**config.mk**
```make
export PLATFORM = sky130hd
export DESIGN_NAME = spi_frame_ctrl
export DESIGN_NICKNAME = d
export VERILOG_FILES = /design/src/rtl/spi_frame_pkg.sv /design/src/rtl/spi_frame_ctrl_shifter.sv /design/src/rtl/spi_frame_ctrl.sv
export SDC_FILE = /design/constraint.sdc
export NUM_CORES = 1
export LEC_CHECK = 0
export CORE_MARGIN = 3
export CORE_UTILIZATION = 44
export DETAILED_ROUTE_END_ITERATION = 6
export PLACE_DENSITY = 0.7
export RECOVER_POWER = 25
export REMOVE_ABC_BUFFERS = 1
export SLEW_MARGIN = 20
export SYNTH_ARGS = -nofsm -noshare
export SYNTH_HDL_FRONTEND = slang
export SYNTH_SLANG_ARGS = --single-unit
```
**constraint.sdc**
```tcl
create_clock -name spi_clk -period 2.11 [get_ports spi_clk]
set_input_delay 0.422 -clock spi_clk [delete_from_list [all_inputs] [get_ports spi_clk]]
set_output_delay 0.422 -clock spi_clk [all_outputs]
set_load 0.1 [all_outputs]
```
**src/rtl/spi_frame_pkg.sv**
```systemverilog
// Shared types, constants and the address wrap rule for the SPI frame controller.
package spi_frame_pkg;

    localparam int CMD_WRITE_BIT = 7;
    localparam int ADDR_W        = 7;

    typedef enum logic [1:0] {
        CMD   = 2'd0,
        WDATA = 2'd1,
        RDATA = 2'd2
    } state_t;

    // Walks forward one register; the top valid address wraps back to 1.
    function automatic logic [ADDR_W-1:0] next_addr(input logic [ADDR_W-1:0] cur,
                                                     input logic [ADDR_W-1:0] max);
        return (cur == max) ? ADDR_W'(1) : cur + ADDR_W'(1);
    endfunction

endpackage

```
**src/rtl/spi_frame_ctrl_shifter.sv**
```systemverilog
// Bit counter and PICO deserialiser; byte_val is the byte that completes this edge.
module spi_byte_shifter (
    input  logic       spi_clk,
    input  logic       full_rstn,
    input  logic       pico,
    output logic       byte_done,
    output logic [7:0] byte_val
);

    logic [2:0] bit_cnt;
    logic [6:0] shift_in;

    always_ff @(posedge spi_clk or negedge full_rstn) begin
        if (!full_rstn) begin
            bit_cnt  <= 3'd0;
            shift_in <= 7'd0;
        end else begin
            bit_cnt  <= bit_cnt + 3'd1;
            shift_in <= {shift_in[5:0], pico};
        end
    end

    assign byte_done = (bit_cnt == 3'd7);
    assign byte_val  = {shift_in, pico};

endmodule

```
**src/rtl/spi_frame_ctrl.sv**
```systemverilog
// SPI transaction sequencer: command byte, then register writes or a serialised read burst.
module spi_frame_ctrl
    import spi_frame_pkg::*;
#(
    parameter int MAX_ADDR    = 10,
    parameter int WR_MAX_ADDR = 9,
    parameter int AUTO_INC    = 1
) (
    input  logic              spi_clk,
    input  logic              full_rstn,
    input  logic              pico,
    output logic [ADDR_W-1:0] wr_addr,
    output logic [7:0]        wdata,
    output logic              wr_en,
    output logic [ADDR_W-1:0] rd_addr,
    output logic              rd_req,
    input  logic [7:0]        rd_data,
    output logic              poci,
    output logic              frame_err,
    output logic [7:0]        byte_count,
    output state_t            state
);

    localparam logic [ADDR_W-1:0] MAX_A = ADDR_W'(MAX_ADDR);
    localparam logic [ADDR_W-1:0] WR_A  = ADDR_W'(WR_MAX_ADDR);

    logic              byte_done;
    logic [7:0]        byte_val;
    logic [ADDR_W-1:0] cur_addr;
    logic [6:0]        shift_out;
    logic [ADDR_W-1:0] ld_addr;
    logic              rd_ok;
    logic              wr_ok;
    logic [7:0]        ld_data;

    spi_byte_shifter u_shifter (
        .spi_clk   (spi_clk),
        .full_rstn (full_rstn),
        .pico      (pico),
        .byte_done (byte_done),
        .byte_val  (byte_val)
    );

    function automatic logic [ADDR_W-1:0] step(input logic [ADDR_W-1:0] a);
        return (AUTO_INC != 0) ? next_addr(a, MAX_A) : a;
    endfunction

    // The command edge reads the start address straight off the shifter.
    assign ld_addr = (state == CMD) ? byte_val[ADDR_W-1:0] : cur_addr;
    assign rd_addr = ld_addr;
    assign rd_req  = byte_done && ((state == RDATA) ||
                                   (state == CMD && !byte_val[CMD_WRITE_BIT]));
    assign rd_ok   = (ld_addr != '0) && (ld_addr <= MAX_A);
    assign ld_data = rd_ok ? rd_data : 8'h00;
    assign wr_ok   = (cur_addr != '0) && (cur_addr <= WR_A);

    always_ff @(posedge spi_clk or negedge full_rstn) begin
        if (!full_rstn) begin
            state      <= CMD;
            cur_addr   <= '0;
            shift_out  <= '0;
            wr_addr    <= '0;
            wdata      <= '0;
            wr_en      <= 1'b0;
            poci       <= 1'b0;
            frame_err  <= 1'b0;
            byte_count <= '0;
        end else begin
            wr_en <= 1'b0;
            if (byte_done && byte_count != 8'hFF)
                byte_count <= byte_count + 8'd1;
            case (state)
                CMD: begin
                    if (byte_done) begin
                        if (byte_val[CMD_WRITE_BIT]) begin
                            state    <= WDATA;
                            cur_addr <= byte_val[ADDR_W-1:0];
                        end else begin
                            state     <= RDATA;
                            cur_addr  <= step(byte_val[ADDR_W-1:0]);
                            shift_out <= ld_data[6:0];
                            poci      <= ld_data[7];
                            if (!rd_ok) frame_err <= 1'b1;
                        end
                    end
                end
                WDATA: begin
                    poci <= 1'b0;
                    if (byte_done) begin
                        if (wr_ok) begin
                            wr_en   <= 1'b1;
                            wr_addr <= cur_addr;
                            wdata   <= byte_val;
                        end else begin
                            frame_err <= 1'b1;
                        end
                        cur_addr <= step(cur_addr);
                    end
                end
                RDATA: begin
                    if (byte_done) begin
                        shift_out <= ld_data[6:0];
                        poci      <= ld_data[7];
                        cur_addr  <= step(cur_addr);
                        if (!rd_ok) frame_err <= 1'b1;
                    end else begin
                        poci      <= shift_out[6];
                        shift_out <= {shift_out[5:0], 1'b0};
                    end
                end
                default: state <= CMD;
            endcase
        end
    end

endmodule

```
==> impl_summary.txt <==
----------------------------------------------------
[Floorplan]
  Die Span Y ... 84.3 um
  Rows ... 27
  Width of the die ... approximately 84 um
  Die ar. ... about 7100 um^2
  Area of the core region ... between 5000 and 6000 um^2
  Initial core utilization ... 0.472
  Total I/O pin count ... 47

[Worst setup path]
  Worst Setup Path Type ... reg2out
  Startpoint of the worst register-to-register path ... state[1]
  Kind of cell adding the most delay to the critical path ... flip-flops
  WP buf/inv ... 3
  Highest fanout seen on the critical path ... 5
  Total stage count of the critical path ... 5
  Number of cells on the worst reg-to-reg path ... 8
  Required @ worst endpoint ... 1.69 ns
  WP data arrival ... ~1.7 ns
  Crit. Startpoint ... state[0]
  Slowest Stage Delay on Critical Path ... 0.40 ns
  Setup slack on the worst flop-to-flop path ... about 0.11 ns
  RR Endpoint ... shift_out[1]
  Critical Path Source Type ... flip-flop
  Series of cell instances along the critical path ... inv_2 > ha_4 > mux2_2 > buf_4 > buf_12
  Slowest cell on the critical path ... sky130_fd_sc_hd__dfrtp_1
  CP endpoint kind ... output pin

[Timing]
  # setup viols final ... 0
  Final critical-path setup slack ... 0.0236 ns
  Share of the cycle needed by the critical path after routing ... 0.989
  Slew headroom ... 0.284
  Unrepaired setup endpoints after global routing ... true
  Achievable clock frequency ... approximately 0.48 GHz
  Hold violation total from the final report ... 0
  Final Critical Period ... 2.09 ns
  Worst Clk Skew ... 0.00614 ns
  Worst slew pin tran ... 1.07 ns
  Pins Over Slew Limit ... 0

[Clocking]
  # H-tree levels ... 2
  Clk Latency, worst-skew pair ... 0.31 ns
  Total clock buffers created by CTS ... 5
  Clk Tree Root Cell ... sky130_fd_sc_hd__clkbuf_8
  Bufs on Longest Clock Path ... 2
  Clock slew at reported path FFs ... 0.09 ns
  TritonCTS sink count ... 52
  TritonCTS clock tree ... done
  Number of buffers inserted by hold repair at cts ... 0

[Route]
  Pre-antenna DRT Iters ... 5
  ANT nets after route ... 0
  Number of vias after detailed routing ... 2198
  Remaining design rule violation count ... 0
  Number of DRC violations after detailed-routing iteration 0 ... 112
  Total routed wirelength ... ~6300 um
  Routed length per instance ... 16.2 um
  Detailed-route vias per instance ... 5.69

[Global routing]
  Initial antenna violation count ... 0
  Maximum number of pins on one net before global-route repair ... 23
  Vias in the first global route ... 2158
  First-pass GRT wire length ... 10700 um
  Global route total overflow ... 0
  Overall track demand over capacity in global routing ... 0.184

[Outcome]
  Result of the run ... completed

[Place]
  Number of port buffers ... 46
  Last weighted congestion value of the routability-driven placer ... 0.893
  Pre-CTS setup slack ... -0.0750 ns
  Placed Area ... between 3000 and 4000 um^2
  Sum of net half-perimeters after detailed placement ... 4590 um

[Synthesis]
  Count of warnings emitted by yosys ... 0
  Post-synthesis sequential area ratio ... 0.482
  Flop and latch count out of synthesis ... between 50 and 60
  Async SR Flop Fraction ... 1.00
  Synth Flop Type ... sky130_fd_sc_hd__dfrtp_1
  Synthesized area ... 2700 um^2
  Unique cell type count in the Yosys netlist ... 54
  Count of mapped cells out of synthesis ... approximately 250
  Count of flip-flops with a built-in enable after synthesis ... 0
  Mean area per synthesized cell ... 10.9 um^2

[Run]
  Maxcap violations ... 0

[Final layout]
  Antenna Diode Count ... 0
  Final Net Count ... between 300 and 400
  Non-Filler Cell Area, Final ... ~3500 um^2
  Final-layout fill cell count ... 478
  Fraction of final layout cells with drive strength greater than 1 ... 0.303
  Post-synthesis to final-layout area growth ... 29.7%

[Power]
  Static leakage power ... 1.62 nW
  VDD IR max ... 1.74 mV
  Total power divided by cell area ... 1420 nW/um^2

[Min path]
  Classification of the worst-slack hold path ... in2async

----------------------------------------------------
## state kept, by name, indices dropped and copies added, names as in the netlist
signal	count
u_shifter.shift_in	7
shift_out	7
state	2
poci	1
wr_en	1
frame_err	1
cur_addr	7
u_shifter.bit_cnt	3
wr_addr	7
wdata	8
byte_count	8
## logic make-up (layout without fill, tap and decap cells)
family,Yosys count,count (layout),synth area share
AND/OR/NAND/NOR,66,66,0.139
AO/OA/AOI/OAI,62,62,0.161
flip-flops,52,52,0.482
buffers and inverters,25,91,0.0404
multiplexers,20,20,0.0844
adder cells (fa/ha/maj),13,13,0.0603
XOR/XNOR,10,10,0.0325
## how the worst max path moves through the flow
stage,slack [ns],to
5_1_grt,-0.04,rd_addr[6]
4_1_cts,0.01,rd_addr[6]
6_report,0.02,rd_addr[0]
3_5_place_dp,-0.07,frame_err
3_3_place_gp,0.0009,shift_out[1]
2_1_floorplan,-2.15,rd_addr[4]
## per-layer routing
layer | global-route usage | vias up | part of all wire
li1 | - | 1041 | -
met1 | 0.267 | 1080 | 0.47
met2 | 0.279 | 67 | 0.46
met3 | 0.0245 | 10 | 0.047
met4 | 0.0702 | 0 | 0.022
met5 | 0 | - | 0
## cells in the mapped netlist (2+ instances only)
master	n	area [um^2]
sky130_fd_sc_hd__nand2_1	18	67.6
sky130_fd_sc_hd__o2bb2ai_1	2	17.5
sky130_fd_sc_hd__and3_1	2	12.5
sky130_fd_sc_hd__o31ai_1	9	67.6
sky130_fd_sc_hd__nor3_1	3	15.0
sky130_fd_sc_hd__o22ai_1	3	18.8
sky130_fd_sc_hd__o21ai_0	12	60.1
sky130_fd_sc_hd__a21o_1	3	22.5
sky130_fd_sc_hd__xor2_1	4	35.0
sky130_fd_sc_hd__and2_1	2	12.5
sky130_fd_sc_hd__nor2b_1	4	25.0
sky130_fd_sc_hd__and4b_1	2	20.0
sky130_fd_sc_hd__ha_1	13	163
sky130_fd_sc_hd__a221o_1	2	20.0
sky130_fd_sc_hd__mux2_2	18	203
sky130_fd_sc_hd__nor2_1	8	30.0
sky130_fd_sc_hd__a221oi_1	3	26.3
sky130_fd_sc_hd__buf_1	2	7.51
sky130_fd_sc_hd__nand2b_1	3	18.8
sky130_fd_sc_hd__a32oi_1	3	26.3
sky130_fd_sc_hd__inv_1	15	56.3
sky130_fd_sc_hd__nor4b_1	6	52.6
sky130_fd_sc_hd__clkbuf_1	3	11.3
sky130_fd_sc_hd__nor4_1	3	18.8
sky130_fd_sc_hd__dfrtp_1	52	1300
sky130_fd_sc_hd__buf_2	3	15.0
sky130_fd_sc_hd__nand3_1	6	30.0
sky130_fd_sc_hd__a31oi_1	2	12.5
sky130_fd_sc_hd__a21oi_1	12	60.1
sky130_fd_sc_hd__xnor2_1	6	52.6
## cell type report
class | count | area (um^2) | area share
clock buffer | 7 | 86.3 | 0.0247
clock inverter | 1 | 7.51 | 0.00215
inverter | 15 | 56.3 | 0.0161
multi-input combinational | 171 | 1310 | 0.375
sequential | 52 | 1300 | 0.372
tap | 72 | 90.1 | 0.0257
timing repair buffer | 68 | 646 | 0.184
## stage by stage
step / util / instances / setup TNS (ns) / power (mW) / hold WS (ns)
finish: 0.613 / 386 / 0 / 4.95 / 0.283
global route: 0.613 / 386 / -0.129 / 5.22 / 0.392
CTS: 0.612 / 386 / 0 / 4.94 / 0.0621
detailed placement: 0.589 / 376 / -0.437 / 4.24 / 0.399
global placement: 0.589 / 376 / 0 / 4.22 / 0.400
floorplan: - / 238 / -23.72 / 3.25 / 0.126
## report_power, final
part           internal [mW]  switching [mW]
Sequential              1.18           0.174
Clock                  0.267           0.323
Combinational           1.08            1.93
## cell usage in the layout (no fill, tap or decap), types with 4 or more instances in the layout
master                            instances
sky130_fd_sc_hd__xnor2_1                  6
sky130_fd_sc_hd__nand2_1                 18
sky130_fd_sc_hd__inv_1                   12
sky130_fd_sc_hd__nor4b_1                  6
sky130_fd_sc_hd__nand3_1                  6
sky130_fd_sc_hd__buf_12                   9
sky130_fd_sc_hd__clkbuf_8                 6
sky130_fd_sc_hd__ha_1                    12
sky130_fd_sc_hd__dfrtp_1                 52
sky130_fd_sc_hd__o21ai_0                 12
sky130_fd_sc_hd__a21oi_1                 12
sky130_fd_sc_hd__nor2_1                   7
sky130_fd_sc_hd__mux2_2                  18
sky130_fd_sc_hd__buf_4                   47
sky130_fd_sc_hd__clkdlybuf4s50_1          9
sky130_fd_sc_hd__xor2_1                   4
sky130_fd_sc_hd__nor2b_1                  4
sky130_fd_sc_hd__o31ai_1                  9
## worst reg2reg max path, stage by stage (launching register included)
cell and delay [ns]:
sky130_fd_sc_hd__dfrtp_1 0.37, sky130_fd_sc_hd__inv_2 0.06, sky130_fd_sc_hd__ha_4 0.19, sky130_fd_sc_hd__buf_8 0.14, sky130_fd_sc_hd__buf_4 0.15, sky130_fd_sc_hd__nor3_1 0.17
sky130_fd_sc_hd__o21ai_0 0.20, sky130_fd_sc_hd__a211o_4 0.37, sky130_fd_sc_hd__o31ai_1 0.26
## what timing repair did
action                                  4_1_cts  5_1_grt
gates resized for setup                       6        4
pin swaps                                     1        1
gates cloned                                  0        0
endpoints found under the setup margin       16        8
setup buffers                                 2        0
No activity file was read; power rests on OpenSTA's default activity.
